==> src/rtl/fifo_async_pkg.sv <==
// Shared helpers for both pointer domains of the asynchronous FIFO:
// depth derivation, binary-to-Gray conversion and the full-compare mask.
package fifo_async_pkg;

    typedef logic [31:0] ptr_word_t;

    function automatic int unsigned depth_of(input int unsigned ptr_width);
        return 32'd1 << (ptr_width - 1);
    endfunction

    function automatic ptr_word_t bin2gray(input ptr_word_t bin);
        return (bin >> 1) ^ bin;
    endfunction

    // {1'b1, zeros}: the pointer difference that means exactly one lap ahead
    function automatic ptr_word_t full_mask(input int unsigned ptr_width);
        return ptr_word_t'(1) << (ptr_width - 1);
    endfunction

endpackage

==> src/rtl/fifo_async_write_ptr_if.sv <==
// Write-side pointer/flag bundle. almost_full_out exists only when
// FIFO_WPTR_AFULL_EN is defined.
interface fifo_async_write_ptr_if #(
    parameter int PTR_WIDTH = 4
);
    logic                 write_in;
    logic                 ovf_clr_in;
    logic [PTR_WIDTH-1:0] rptr_g_sync_in;
    logic [PTR_WIDTH-1:0] wptr_b_out;
    logic [PTR_WIDTH-1:0] wptr_g_out;
    logic                 full_out;
    logic [PTR_WIDTH-1:0] level_out;
    logic                 overflow_out;
`ifdef FIFO_WPTR_AFULL_EN
    logic                 almost_full_out;
`endif

    modport master (
        output write_in, ovf_clr_in, rptr_g_sync_in,
        input  wptr_b_out, wptr_g_out, full_out, level_out, overflow_out
`ifdef FIFO_WPTR_AFULL_EN
        , input almost_full_out
`endif
    );

    modport slave (
        input  write_in, ovf_clr_in, rptr_g_sync_in,
        output wptr_b_out, wptr_g_out, full_out, level_out, overflow_out
`ifdef FIFO_WPTR_AFULL_EN
        , output almost_full_out
`endif
    );
endinterface

==> src/rtl/gray2bin.sv <==
// Gray-to-binary converter: each binary bit is the XOR of all Gray bits at or above it.
module gray2bin #(
    parameter int N = 4
) (
    input  logic [N-1:0] i_gray,
    output logic [N-1:0] o_bin
);
    for (genvar gi = 0; gi < N; gi++) begin : g_bit
        assign o_bin[gi] = ^i_gray[N-1:gi];
    end
endmodule

==> src/rtl/fifo_async_write_ptr.sv <==
// Write-domain pointer, full, level and sticky overflow for the async FIFO.
// Optional almost-full output is enabled by defining FIFO_WPTR_AFULL_EN.
module fifo_async_write_ptr
    import fifo_async_pkg::*;
#(
    parameter int PTR_WIDTH    = 4,
    parameter int AFULL_THRESH = 6
) (
    input  logic                   clk_in,
    input  logic                   rst_in,
    fifo_async_write_ptr_if.slave  wp
);
    localparam int unsigned          DEPTH     = depth_of(PTR_WIDTH);
    localparam logic [PTR_WIDTH-1:0] FULL_MASK = PTR_WIDTH'(full_mask(PTR_WIDTH));

    if (AFULL_THRESH < 1 || AFULL_THRESH > int'(DEPTH)) begin : g_thresh_range
        $error("AFULL_THRESH must lie in 1..DEPTH");
    end

    logic [PTR_WIDTH-1:0] r_wptr_b;
    logic [PTR_WIDTH-1:0] r_wptr_g;
    logic [PTR_WIDTH-1:0] r_level;
    logic                 r_full;
    logic                 r_overflow;

    logic                 w_accept;
    logic [PTR_WIDTH-1:0] w_rptr_b_sync;
    logic [PTR_WIDTH-1:0] w_wptr_b_next;
    logic [PTR_WIDTH-1:0] w_wptr_g_next;
    logic [PTR_WIDTH-1:0] w_level_next;
    logic                 w_full_next;
    logic                 w_overflow_next;

    gray2bin #(.N(PTR_WIDTH)) u_rptr_g2b (
        .i_gray (wp.rptr_g_sync_in),
        .o_bin  (w_rptr_b_sync)
    );

    assign w_accept        = wp.write_in & ~r_full;
    assign w_wptr_b_next   = r_wptr_b + PTR_WIDTH'(w_accept);
    assign w_wptr_g_next   = PTR_WIDTH'(bin2gray(ptr_word_t'(w_wptr_b_next)));
    assign w_level_next    = w_wptr_b_next - w_rptr_b_sync;
    assign w_full_next     = (w_wptr_b_next ^ w_rptr_b_sync) == FULL_MASK;
    // A fresh rejected write beats a simultaneous clear
    assign w_overflow_next = (wp.write_in & r_full) | (r_overflow & ~wp.ovf_clr_in);

    always_ff @(posedge clk_in) begin
        if (rst_in) begin
            r_wptr_b   <= '0;
            r_wptr_g   <= '0;
            r_level    <= '0;
            r_full     <= 1'b0;
            r_overflow <= 1'b0;
        end else begin
            r_wptr_b   <= w_wptr_b_next;
            r_wptr_g   <= w_wptr_g_next;
            r_level    <= w_level_next;
            r_full     <= w_full_next;
            r_overflow <= w_overflow_next;
        end
    end

    assign wp.wptr_b_out   = r_wptr_b;
    assign wp.wptr_g_out   = r_wptr_g;
    assign wp.level_out    = r_level;
    assign wp.full_out     = r_full;
    assign wp.overflow_out = r_overflow;

`ifdef FIFO_WPTR_AFULL_EN
    logic r_almost_full;

    always_ff @(posedge clk_in) begin
        if (rst_in) begin
            r_almost_full <= 1'b0;
        end else begin
            r_almost_full <= int'(w_level_next) >= AFULL_THRESH;
        end
    end

    assign wp.almost_full_out = r_almost_full;
`endif

endmodule

==> src/flat_wrapper.sv <==
// flat-port wrapper written by rule: the top's interface ports become plain ports
module fifo_async_write_ptr_flat import fifo_async_pkg::*;
#(
    parameter int PTR_WIDTH    = 4,
    parameter int AFULL_THRESH = 6
)
  (clk_in, rst_in, wp_write_in, wp_ovf_clr_in, wp_rptr_g_sync_in, wp_wptr_b_out, wp_wptr_g_out, wp_full_out, wp_level_out, wp_overflow_out);
  fifo_async_write_ptr_if #(.PTR_WIDTH(PTR_WIDTH)) wp_i ();
  input  logic clk_in;
  input  logic rst_in;
  input wire logic [$bits(wp_i.write_in)-1:0] wp_write_in;
  input wire logic [$bits(wp_i.ovf_clr_in)-1:0] wp_ovf_clr_in;
  input wire logic [$bits(wp_i.rptr_g_sync_in)-1:0] wp_rptr_g_sync_in;
  output wire logic [$bits(wp_i.wptr_b_out)-1:0] wp_wptr_b_out;
  output wire logic [$bits(wp_i.wptr_g_out)-1:0] wp_wptr_g_out;
  output wire logic [$bits(wp_i.full_out)-1:0] wp_full_out;
  output wire logic [$bits(wp_i.level_out)-1:0] wp_level_out;
  output wire logic [$bits(wp_i.overflow_out)-1:0] wp_overflow_out;
  assign wp_i.write_in = wp_write_in;
  assign wp_i.ovf_clr_in = wp_ovf_clr_in;
  assign wp_i.rptr_g_sync_in = wp_rptr_g_sync_in;
  assign wp_wptr_b_out = wp_i.wptr_b_out;
  assign wp_wptr_g_out = wp_i.wptr_g_out;
  assign wp_full_out = wp_i.full_out;
  assign wp_level_out = wp_i.level_out;
  assign wp_overflow_out = wp_i.overflow_out;
  fifo_async_write_ptr #(.PTR_WIDTH(PTR_WIDTH), .AFULL_THRESH(AFULL_THRESH)) u_core (.clk_in(clk_in), .rst_in(rst_in), .wp(wp_i));
endmodule
==> config.mk <==
export PLATFORM = sky130hd
export DESIGN_NAME = fifo_async_write_ptr_flat
export DESIGN_NICKNAME = d
export VERILOG_FILES = /design/src/rtl/fifo_async_pkg.sv /design/src/rtl/fifo_async_write_ptr_if.sv /design/src/rtl/gray2bin.sv /design/src/rtl/fifo_async_write_ptr.sv /design/src/flat_wrapper.sv
export SDC_FILE = /design/constraint.sdc
export NUM_CORES = 1
export LEC_CHECK = 0
export ABC_AREA = 1
export CAP_MARGIN = 20
export CELL_PAD_IN_SITES_DETAIL_PLACEMENT = 2
export CELL_PAD_IN_SITES_GLOBAL_PLACEMENT = 2
export CORE_MARGIN = 2
export CORE_UTILIZATION = 26
export CTS_CLUSTER_DIAMETER = 40
export CTS_CLUSTER_SIZE = 24
export DETAILED_ROUTE_END_ITERATION = 10
export PLACE_DENSITY_LB_ADDON = 0.05
export SLEW_MARGIN = 40
export SYNTH_ARGS = -nofsm -noshare
export SYNTH_HDL_FRONTEND = slang
export SYNTH_SLANG_ARGS = --single-unit
==> constraint.sdc <==
create_clock -name clk_in -period 2.9 [get_ports clk_in]
set_input_delay 0.725 -clock clk_in [delete_from_list [all_inputs] [get_ports clk_in]]
set_output_delay 0.725 -clock clk_in [all_outputs]
set_load 0.02 [all_outputs]
* Word-level counts from Yosys, hierarchy flattened *
Cells that the tools add are included.
W data, S select, Z words.

word-level totals
  register bits after elaboration = 14
  bits of input ports = 8
  output and inout port bits = 14

cells by class
  add/sub/neg operators = 2
  eq/ne operators = 1
  bitwise logic cells = 8
  reduce and logical (&&, ||, !) cells = 3

operators with widths
  cell                  number
  $add A4 B1 Y4         1
  $eq A4 B4 Y1 const B  1
  $reduce_xor A4 Y1     1
  $sub A4 B4 Y4         1
  $xor A3 B4 Y4         1
  $xor A4 B4 Y4         1
  $and A1 B1 Y1         3
  $reduce_xor A3 Y1     1
  $not A1 Y1            2
  $reduce_xor A2 Y1     1
  $or A1 B1 Y1          1

* Logic depth before layout (Yosys ltp) *
Gate-level depths: netlist (run 1).

  depth in word-level cells = 5
  mapped depth = 14
  gate-level depth less buffers = 14

* Cells and area by module *
From an unflattened synthesis (run 1), not the netlist that was laid out.

unflattened totals
  cell total of the unflattened synthesis = 92
  area total of the unflattened synthesis = 684.4 um2

modules (own cells, without submodules)
  module                instances  cells an instance  area an instance (um2)
  fifo_async_write_ptr  1          71                 594.3
  gray2bin              1          21                 90.1

* Worst setup path before layout (run 1) *
No wires, ideal clock.

  path kind = input port to flip-flop
  start point = in wp_write_in
  end point = reg u_core.r_level[2] (netlist: u_core.wp.level_out[2])
  data arrival time = 2081 ps
  required time = 2781 ps
  path slack = 700 ps
  stages on the path = 13
  path buffers = 0
  cells stage by stage = inv_1 nor2_1 ha_1 ha_1 inv_1 nand3_1 nand2_1 inv_2 ha_1 inv_1 nand2_1 o21ai_0 a21oi_1

on the way
  longest elaborated chain between the ends = 3

RTL lines
  what                               line                        source
  start: declaration                 flat_wrapper.sv:11          input wire logic [$bits(wp_i.write_in)-1:0] wp_write_in;
  $and A1 B1 Y1                      fifo_async_write_ptr.sv:39  assign w_accept = wp.write_in & ~r_full;
  $add A4 B1 Y4                      fifo_async_write_ptr.sv:40  assign w_wptr_b_next = r_wptr_b + PTR_WIDTH'(w_accept);
  named net u_core.w_wptr_b_next[1]  fifo_async_write_ptr.sv:28  logic [PTR_WIDTH-1:0] w_wptr_b_next;
  $sub A4 B4 Y4                      fifo_async_write_ptr.sv:42  assign w_level_next = w_wptr_b_next - w_rptr_b_sync;
  end signal: assignment             fifo_async_write_ptr.sv:57  r_level <= w_level_next;
  end: declaration                   fifo_async_write_ptr.sv:22  logic [PTR_WIDTH-1:0] r_level;

The timed path passes the listed nets, and every way through them passes these cells.
A chain may end at the register's enable or synchronous reset.

* Worst setup path in the final report (run 1) *
Ends and elaborated chain as after synthesis.

==> results of run 1 <==
[worst min-delay path, cell delays in order (launching register included)]
cell	delay (ns)
dfxtp_1	0.31
nand2_1	0.06
a21oi_1	0.05
[final cells by class]
cell class | instances | area, um^2
inverter | 16 | 60.1
tap | 30 | 37.5
multi-input combinational | 62 | 368
fill | 303 | 1550
timing repair buffer | 22 | 218
clock buffer | 4 | 26.3
sequential | 13 | 260
[through the flow]
step                setup WS (ns)  total power, mW   util
global route                0.228            0.522  0.384
floorplan                   0.700            0.311      -
detailed placement          0.117            0.384  0.374
finish                      0.420            0.487  0.384
global placement            0.163            0.378  0.374
CTS                         0.401            0.497  0.384
[cells in the final DEF, fill, tap and decap left out]
| cell | n |
|---|---|
| clkdlybuf4s50_1 | 21 |
| nand2_1 | 18 |
| inv_1 | 13 |
| dfxtp_1 | 13 |
| nor2_1 | 9 |
| nand2_2 | 6 |
| a21oi_1 | 6 |
| ha_1 | 5 |
| nand3_1 | 4 |
| inv_2 | 3 |
| o21ai_0 | 3 |
| nor2_2 | 3 |
| clkbuf_4 | 3 |
| nand3_2 | 2 |
| xnor2_1 | 1 |
| xor2_1 | 1 |
| nand2_4 | 1 |
| xnor2_2 | 1 |
| nand4_1 | 1 |
| nor2_4 | 1 |
| clkbuf_1 | 1 |
| buf_4 | 1 |
[flip-flops by register name (all words and copies together) (netlist names)]
name and cells:
u_core.wp.full_out 1, u_core.wp.wptr_b_out 3, u_core.wp.overflow_out 1, u_core.wp.level_out 4, u_core.wp.wptr_g_out 4
[final timing paths]
| kind | from | cells past startpoint | endpoint |
|---|---|---|---|
| worst min register to register | u_core.wp.overflow_out$_SDFF_PP0_ | 2 | u_core.wp.overflow_out$_SDFF_PP0_ |
| worst max-delay path | wp_write_in | 14 | u_core.wp.level_out[2]$_SDFF_PP0_ |
| worst max register to register | u_core.wp.full_out$_SDFF_PP0_ | 12 | u_core.wp.level_out[2]$_SDFF_PP0_ |
| worst min-delay path | u_core.wp.overflow_out$_SDFF_PP0_ | 2 | u_core.wp.overflow_out$_SDFF_PP0_ |
[per-layer routing]
layer	up-vias	global-route usage	share of wire
li1	334	-	-
met2	14	0.208	0.50
met1	292	0.134	0.45
met5	-	0	0
met4	0	0.0612	0.023
met3	4	0.0279	0.029
[cell families (layout without fill, tap and decap cells)]
kind of cell             count (synthesis)  in the layout  share of synthesized area
XOR/XNOR                                 3              3                     0.0481
adder cells (fa/ha/maj)                  5              5                     0.0890
AO/OA/AOI/OAI                            9              9                     0.0641
buffers and inverters                   18             42                      0.107
AND/OR/NAND/NOR                         45             45                      0.322
flip-flops                              13             13                      0.370
[synthesized netlist by cell type]
library cell	count
xnor2_2	1
o21ai_0	3
xor2_1	1
nor2_4	1
nand2_1	18
a21oi_1	6
nor2_2	3
nand4_1	1
xnor2_1	1
nand2_4	1
nand2_2	6
nand3_2	2
nand3_1	4
dfxtp_1	13
ha_1	5
buf_4	2
inv_1	13
inv_2	3
nor2_1	9
[power groups by stage]
stage	clock network, mW	registers [mW]	logic, mW
6_report	0.110	0.204	0.172
5_1_grt	0.123	0.207	0.191
4_1_cts	0.116	0.205	0.176
3_5_place_dp	0	0.209	0.174
3_3_place_gp	0	0.208	0.171
2_1_floorplan	0	0.233	0.0776
==> metrics.cfg, run 1 <==
[pwr]
pwr-share-comb = 0.354
powerDensity_nw_per_um2 = 502
p_switching_mw = 0.159
ir_drop_v = 0.000246
pwr-share-clk = 0.226
sw_frac_of_total = 0.327
seqPwrFrac = 0.420
p_int_mw = 0.328
leakagePower_nw = 0.454

[min_path]
hold_path.class = reg -> reg

[yosys]
ys_types = 19
synth_top_area_share = 0.370
synth-seq-cells = 13
netlist_instances = 93
synth_area_um2 = 703
synthesis.area_per_instance_um2 = 7.56
synth_seq_area_share = 0.370
synth_top_cell_by_area = dfxtp_1
yosys_warnings = 0
synth_area_leaders = dfxtp_1 37%, nand2_1 9.6%, ha_1 8.9%
synth_fp_nets = 106

[floorplan]
rows = 18
die_w_um = 56.0
design.core.area_um2 = 2520
die_y_um = 56.0
dieArea_um2 = 3140
start_util = 0.279
io_pins = 22

[timing]
rsz0062_at_grt = false
tightest_slew_ns = 0.382
relSlewSlack = 0.744
finalSetupViolCount = 0
whs_ns = 0.469
tns_ns = 0
period_share = 0.855
finalHoldViolations = 0
drv_slew = 0
skew_ns = 0.000334
min_period_ns = 2.48
max_freq_mhz = 403

[finish]
areaGrowthSynthToFinish_pct = 37.9
stdcell_area_um2 = 970
stdcell_count = 147
drive_gt1_frac = 0.179
nets = 131
insertedDiodeCount = 0

[detailed_routing]
dr.pass1.iters = 2
vias = 644
wirelength_um = 1640
avgViaCountPerCell = 4.38
antenna_left = 0
drt_iter0_drc = 6
drc = 0
routedWlPerCell_um = 11.1

[clocking]
clockBufferDepth = 2
ctsResizeCount = 0
cts_root_buf = clkbuf_4
clkLatencyLatePin_ns = 0.27
ctsHtreeMaxLevel = 1
hold_buffers = 0
clock-sinks = 13
cts_tree = yes
clk_pin_slew_ns = 0.07
cts_inserted_buffers = 3
postCtsSetupRepairBufs = 0

[critical_path]
setup.worst_path.end_class = flop
path_cells = clkdlybuf4s50_1, inv_1, nor2_1, ha_1, ha_1, inv_1, nand3_1, nand2_1, inv_2, ha_1, inv_1, nand2_1, o21ai_0, a21oi_1
cp_top_family = buffers and inverters
arrival_ns = 2.65
critPathMaxStageDelay_ns = 0.48
cp.required_ns = 3.07
path_buf_inv = 5
cp-start-kind = primary input
slowest_stage = clkdlybuf4s50_1
crit_type = in -> reg
r2r_slack_ns = 1.00
path_max_fanout = 2

[grt]
overflow = 0
grt_pass1_vias = 659
grt_max_degree = 10
antenna_found_initial = 0
grt.total_usage = 0.119
grt_pass1_wl_um = 2930

[place]
placed_area_um2 = 943
globalplace.congestion = 0.801
place_inst = 143
post-dp-hpwl_um = 1410
io_buffer_count = 21

[outcome]
status = finished clean

[run]
drv_cap = 0

No activity file was read; power rests on OpenSTA's default activity.
==> run 2, diff against run 1 <==
--- a/config.mk
+++ b/config.mk
@@ -5,16 +5,16 @@
 export SDC_FILE = /design/constraint.sdc
 export NUM_CORES = 1
 export LEC_CHECK = 0
-export ABC_AREA = 1
 export CAP_MARGIN = 20
 export CELL_PAD_IN_SITES_DETAIL_PLACEMENT = 2
 export CELL_PAD_IN_SITES_GLOBAL_PLACEMENT = 2
 export CORE_MARGIN = 2
-export CORE_UTILIZATION = 26
+export CORE_UTILIZATION = 27
 export CTS_CLUSTER_DIAMETER = 40
 export CTS_CLUSTER_SIZE = 24
 export DETAILED_ROUTE_END_ITERATION = 10
 export PLACE_DENSITY_LB_ADDON = 0.05
+export RECOVER_POWER = 25
 export SLEW_MARGIN = 40
 export SYNTH_ARGS = -nofsm -noshare
 export SYNTH_HDL_FRONTEND = slang
==> run 2 against run 1 <==
Die area down 11%. Maximum frequency down 4.6%. Setup slack worse by 0.12 ns. Global-route usage up 1.8 points. Final cell count down 18%. Synthesized cell count down 28%. Sequential power up 2%. First-iteration DRC count down 67%. Cell area down 5.4%. Critical path type unchanged.
==> metrics.cfg, run 2 <==
[outcome]
status = finished clean

[detailed_routing]
top_layer = met4
drt_iter0_drc = 2  ; -4
routedWlPerCell_um = 12.8  ; +15%
avgViaCountPerCell = 4.56  ; +4.0%
drt-met1-wl_um = 644  ; -13%
dr.pass1.iters = 2  ; unchanged
dr_wl_met2_um = 789  ; -3.2%
vias = 547  ; -15%
wirelength_um = 1540  ; -6.0%
drc = 0  ; unchanged
wl_met3_um = 70  ; +49%
antenna_left = 0  ; unchanged

[critical_path]
slowest_stage = clkdlybuf4s50_1
crit_type = in -> reg
cp-start-kind = primary input
setup.worst_path.end_class = flop
rr_startpoint = u_core.wp.full_out$_SDFF_PP0_
path_cells = clkdlybuf4s50_1, nor2b_1, ha_1, ha_1, xnor2_2, inv_1, ha_1, a31oi_1, nand3_1, a21oi_2
cp-startpoint = wp_write_in
critPathMaxStageDelay_ns = 0.43  ; -0.05 ns
cp_top_family = adder cells
path_max_fanout = 4  ; +2
arrival_ns = 2.82  ; +0.17 ns
cp.required_ns = 3.12  ; +0.05 ns
crit_path_frequent_cell = ha_1
path_buf_inv = 2  ; -3

[grt]
grt_max_degree = 14  ; +4
grt_pass1_wl_um = 2600  ; -11%
antenna_found_initial = 0  ; unchanged
grt.total_usage = 0.137  ; +0.0178
grt_pass1_vias = 589  ; -11%
overflow = 0  ; unchanged

[yosys]
synth_seq_area_share = 0.405  ; +0.0354
netlist_instances = 67  ; -28%
yosys_warnings = 0  ; unchanged
synth.most_common_cell = dfxtp_1
synth_edf_count = 0  ; unchanged
async_flop_share = 0  ; unchanged
synth-seq-cells = 13  ; unchanged
ys_types = 25  ; +6
synthTopCellsByCount = 13 x dfxtp_1, 8 x nor2_1, 6 x xor2_1
synth_fp_nets = 80  ; -25%
synth_top_area_share = 0.405  ; +0.0354
dominantRegCellSynth = dfxtp_1
synth_area_leaders = dfxtp_1 41%, ha_1 9.7%, xor2_1 8.2%
synth_area_um2 = 642  ; -8.7%
synth_top_cell_by_area = dfxtp_1
synthesis.area_per_instance_um2 = 9.58  ; +27%

[timing]
finalSetupViolCount = 0  ; unchanged
min_period_ns = 2.60  ; +0.120 ns
relSlewSlack = 0.649  ; -0.0954
period_share = 0.897  ; +0.0415
finalHoldViolations = 0  ; unchanged
tns_ns = 0  ; unchanged
tightest_slew_ns = 0.525  ; +0.143 ns
max_freq_mhz = 385  ; -4.6%
rsz0062_at_grt = false
skew_ns = 0.00726  ; +0.00693 ns
drv_slew = 0  ; unchanged
timing.final.ws_setup_ns = 0.300  ; -0.120 ns
whs_ns = 0.488  ; +0.0189 ns

[finish]
areaGrowthSynthToFinish_pct = 42.9
nets = 106  ; -19%
insertedDiodeCount = 0  ; unchanged
stdcell_area_um2 = 917  ; -5.4%
drive_gt1_frac = 0.109  ; -0.0708
stdcell_count = 120  ; -18%
final_common_cell = clkdlybuf4s50_1
post-route-util = 0.411  ; +0.0262
final_cell_mix = 17 x clkdlybuf4s50_1, 13 x dfxtp_1, 8 x nor2_1

[clocking]
ctsResizeCount = 0  ; unchanged
cts_tree = yes
ctsHtreeMaxLevel = 1  ; unchanged
hold_buffers = 0  ; unchanged
cts_root_buf = clkbuf_4
clockBufferDepth = 2  ; unchanged
cts_inserted_buffers = 3  ; unchanged
clock-sinks = 13  ; unchanged
postCtsSetupRepairBufs = 0  ; unchanged
clk_pin_slew_ns = 0.09  ; +0.02 ns
clkLatencyLatePin_ns = 0.28  ; about the same

[pwr]
pwr-share-comb = 0.365  ; +0.011
ir_drop_v = 0.000245  ; -0.55%
p_switching_mw = 0.166  ; +4.1%
sw_frac_of_total = 0.324  ; -0.00271
p_int_mw = 0.345  ; +5.4%
seqPwrFrac = 0.407  ; -0.013
leakagePower_nw = 0.385  ; -15%
total_power_mw = 0.511  ; +5.0%
pwr-share-clk = 0.227  ; about the same
powerDensity_nw_per_um2 = 557  ; +11%

[floorplan]
design.core.area_um2 = 2230  ; -11%
dieArea_um2 = 2780  ; -11%
rows = 17  ; -1
die_y_um = 52.8  ; -5.8%
io_pins = 22  ; unchanged
die_w_um = 52.8  ; -5.8%
start_util = 0.287  ; +0.00863

[run]
drv_cap = 0  ; unchanged

[place]
globalplace.congestion = 0.701  ; -12%
place_inst = 116  ; -19%
placed_area_um2 = 891  ; -5.6%
io_buffer_count = 21  ; unchanged
post-dp-hpwl_um = 1220  ; -13%
pre_cts_slack_ns = -0.00230  ; -0.119 ns

[min_path]
hold_path.class = reg -> reg
holdCritStartpoint = u_core.wp.overflow_out$_SDFF_PP0_

## run 2: worst reg2reg max path, delay by kind of cell, from the launching register on
kind | cells | cell delay (ns)
XOR/XNOR | 1 | 0.28
flip-flops | 1 | 0.36
AND/OR/NAND/NOR | 2 | 0.19
adder cells (fa/ha/maj) | 3 | 0.65
buffers and inverters | 1 | 0.09
AO/OA/AOI/OAI | 2 | 0.37
## run 2: final cells by class
cell class                 count  area [um^2]
clock buffer                   4         26.3
fill                         263         1320
inverter                       4         15.0
multi-input combinational     47          348
sequential                    13          260
tap                           28         35.0
timing repair buffer          24          233
## run 2: kinds of logic (layout without fill, tap and decap cells)
family,count (synthesis),after routing,share of synthesized area
compound gates,9,9,0.0916
buf+inv,7,32,0.0526
simple gates,20,20,0.150
fa+ha+maj,5,5,0.0975
mux,1,1,0.0156
xor+xnor,12,12,0.187
flops,13,13,0.405
## run 2: path summary, 6_finish.rpt
check,endpoint,slack [ns],cells past startpoint
setup / recovery,u_core.wp.level_out[3]$_SDFF_PP0_,0.30,10
setup reg to reg,u_core.wp.level_out[3]$_SDFF_PP0_,0.90,9
hold reg to reg,u_core.wp.overflow_out$_SDFF_PP0_,0.49,2
hold / removal,u_core.wp.overflow_out$_SDFF_PP0_,0.49,2
## run 2: layer usage
layer	vias to the layer above	GRT usage
li1	267	-
met1	262	0.147
met2	14	0.238
met3	4	0.0314
met4	0	0.0897
met5	-	0
## run 2: power groups by stage
stage	combinational (mW)	sequential, mW	clock, mW
2_1_floorplan	0.0854	0.242	0
3_3_place_gp	0.190	0.213	0
3_5_place_dp	0.194	0.213	0
4_1_cts	0.196	0.209	0.124
5_1_grt	0.210	0.210	0.132
6_report	0.187	0.208	0.116
==> run 3, diff against run 2 <==
--- a/config.mk
+++ b/config.mk
@@ -15,6 +15,7 @@
 export DETAILED_ROUTE_END_ITERATION = 10
 export PLACE_DENSITY_LB_ADDON = 0.05
 export RECOVER_POWER = 25
+export SKIP_LAST_GASP = 1
 export SLEW_MARGIN = 40
 export SYNTH_ARGS = -nofsm -noshare
 export SYNTH_HDL_FRONTEND = slang
==> results of run 3 <==
Final layout, timing and power as in run 2 (identical DEF).
==> patch (settings of run 2) <==
`PTR_WIDTH` is set to 4 in 3 places; all go to 5.
--- a/src/rtl/fifo_async_write_ptr_if.sv
+++ b/src/rtl/fifo_async_write_ptr_if.sv
@@ -1,7 +1,7 @@
 // Write-side pointer/flag bundle. almost_full_out exists only when
 // FIFO_WPTR_AFULL_EN is defined.
 interface fifo_async_write_ptr_if #(
-    parameter int PTR_WIDTH = 4
+    parameter int PTR_WIDTH = 5
 );
     logic                 write_in;
     logic                 ovf_clr_in;
--- a/src/rtl/fifo_async_write_ptr.sv
+++ b/src/rtl/fifo_async_write_ptr.sv
@@ -3,7 +3,7 @@
 module fifo_async_write_ptr
     import fifo_async_pkg::*;
 #(
-    parameter int PTR_WIDTH    = 4,
+    parameter int PTR_WIDTH    = 5,
     parameter int AFULL_THRESH = 6
 ) (
     input  logic                   clk_in,
--- a/src/flat_wrapper.sv
+++ b/src/flat_wrapper.sv
@@ -1,7 +1,7 @@
 // flat-port wrapper written by rule: the top's interface ports become plain ports
 module fifo_async_write_ptr_flat import fifo_async_pkg::*;
 #(
-    parameter int PTR_WIDTH    = 4,
+    parameter int PTR_WIDTH    = 5,
     parameter int AFULL_THRESH = 6
 )
   (clk_in, rst_in, wp_write_in, wp_ovf_clr_in, wp_rptr_g_sync_in, wp_wptr_b_out, wp_wptr_g_out, wp_full_out, wp_level_out, wp_overflow_out);
Interface: changed (resized wp_level_out, wp_rptr_g_sync_in, wp_wptr_b_out and wp_wptr_g_out); port bits go from 22 to 26. No check against the original RTL was run, so the function may have changed too.
==> patch against run 2 <==
- setup slack worse by 0.11 ns
- sequential cell count up 3
- cell area grew 34%
- non-clock buffer count increased by 15
- synthesized area up 24%
- synthesized cell count up 27%
- wire length is 37% higher
- register-to-register slack worse by 0.10 ns
- power increased by 28%
- die area up 22%
- via count increased by 34%
- largest cell class unchanged
==> patch: results (changes against run 2) <==
** Run status
- The run finished with clean final reports.

** Global route
- The first-pass GRT wire length is 3660 um (+41%).
- Via count of the first global-routing pass :: 773 (+31%)
- The routing usage on met1 is 17.4% (+2.6 points).
- The met3 usage was 2.64% (-0.51 points).
- The maximum number of pins on one net before global-route repair was 11 (-3).
- The global-route met2 utilization was 26.0% (+2.3 points).
- Total routing resource utilization after global routing :: 14.8% (+1.1 points)

** Routing
- Routed wl met2 :: 1100 um (+40%)
- Number of vias in the routed layout :: 733 (+34%)
- The met1 wire length was 887 um (+38%).
- DR WL/cell :: 13.5 um (+5.6%)
- Pre-antenna DRT Iters :: 3 (+1)
- Met3 routed wirelength :: 75 um (+7.1%)

** Setup path
- The flop-to-flop setup slack was 0.80 ns (-0.10 ns).
- WP data arrival :: 2.95 ns (+0.13 ns)
- Largest delay share family, worst path :: XOR/XNOR gates
- On the critical path, the stage with the largest delay is an instance of sky130_fd_sc_hd__clkdlybuf4s50_1.
- The maximum net fanout on the critical path came to 2 (-2).
- The maximum single-stage delay on the critical path was 0.48 ns (+0.05 ns).

** Layout
- Total area of multi-input combinational cells :: 463 um^2 (+33%)
- The number of clock-tree buffers in the layout was 4 (unchanged).
- The fill cell total of the finished layout is 322 (+22%).
- The multi-input combinational cell count is 63 (+34%).
- The final layout net count is 140 (+32%).
- Final clock-cell share :: 2.96% (+0.097 points)
- The inverter count was 3 (-1).
- Fraction of layout instances using a drive strength above 1 :: 20.8% (+9.9 points)
- Non-CTS buffers :: 39 (+63%)
- Seq. cell area :: 320 um^2 (+23%)
- The fraction of cell area in non-clock buffers is 29.0% (+3.6 points).

** Power
- Leakage power summed over all cells :: 0.541 nW (+41%)
- The worst vdd rail ir drop is 0.000331 V (+35%).

** Clock tree
- Inserted Clock Buffers :: 3 (unchanged)
- The largest buffer count on any clock path was 2 (unchanged).
- The later pin in the worst-skew pair is clocked with a latency of 0.29 ns.
- Count of buffers added by post-CTS timing repair for setup :: 0 (unchanged)
- The maximum level of the CTS H-tree is 1 (unchanged).
- The root buffer cell chosen for the clock tree is sky130_fd_sc_hd__clkbuf_4.
- The total number of clock tree sinks is 16 (+3).

** Placement
- Total half-perimeter wirelength after legalization and detailed placement :: 1810 um (+48%)
- Post-place setup slack :: -0.161 ns (-0.159 ns)
- The count of input and output buffers is 25 (+19%).
- The final weighted congestion in routability-driven placement was 0.832 (+19%).

** Yosys
- Sequential-to-total area share from yosys stat :: 40.3% (-0.29 points)
- Leading post-synthesis cells by instance count :: sky130_fd_sc_hd__dfxtp_1 (16), sky130_fd_sc_hd__nor2_1 (13), sky130_fd_sc_hd__xor2_1 (9)
- The number of library cell types mapped by synthesis is 28 (+12%).
- Area contributors post-synth :: sky130_fd_sc_hd__dfxtp_1 (40%), sky130_fd_sc_hd__xor2_1 (9.9%), sky130_fd_sc_hd__ha_1 (7.9%)
- Synthesized netlist net count :: 99 (+24%)

** Timing
- The minimum hold slack came to 0.485 ns (-0.00347 ns).
- The final worst clock skew is 0.00779 ns (+0.000531 ns).
- The headroom to the max-slew limit came to 72.8% (+7.8 points).

** Floorplanning
- Standard-cell rows :: 19 (+2)
## patch: cell types whose count changed after synthesis, moves of 2 or more
cell,before,now
sky130_fd_sc_hd__nor2_1,8,13
sky130_fd_sc_hd__dfxtp_1,13,16
sky130_fd_sc_hd__xor2_1,6,9
sky130_fd_sc_hd__nand2_1,3,5
sky130_fd_sc_hd__o21ai_0,2,0
## patch: timing repair
item / in CTS / in global routing
resized for setup: 0 / 2
endpoints found under the setup margin: 0 / 2
hold buffers: 0 / 0
endpoints found under the hold margin: 0 / 0
## patch: worst paths after layout
check | startpoint | endpoint | cells after the start
setup / recovery | wp_rptr_g_sync_in[2] | u_core.wp.level_out[4] | 11
hold / removal | u_core.wp.overflow_out | u_core.wp.overflow_out | 2
setup reg to reg | u_core.wp.full_out | u_core.wp.level_out[3] | 10
hold reg to reg | u_core.wp.overflow_out | u_core.wp.overflow_out | 2
## patch: tightest hold or removal path: stages (launching register included)
cell and delay [ns]:
sky130_fd_sc_hd__dfxtp_1 0.32, sky130_fd_sc_hd__nand2b_1 0.07, sky130_fd_sc_hd__a21oi_1 0.06
## patch: kinds of logic after synthesis
family | share of synthesized area, %
XOR/XNOR | 20.4
buffers and inverters | 3.46
AND/OR/NAND/NOR | 19.7
AO/OA/AOI/OAI | 8.33
adder cells (fa/ha/maj) | 7.86
flip-flops | 40.3
## patch: metrics by stage
step	instances	area [um^2]	util [%]
after floorplan	85	796	-
after global placement	152	1170	42.2
after detailed placement	152	1170	42.2
after CTS	156	1210	43.5
after global routing	156	1220	44.0
final	156	1220	44.0
## patch: where the power goes
part,switching (W),internal [W]
clock,0.0000715,0.0000765
sequential,0.00000835,0.000245
combinational,0.000122,0.000129
total,0.000202,0.000451
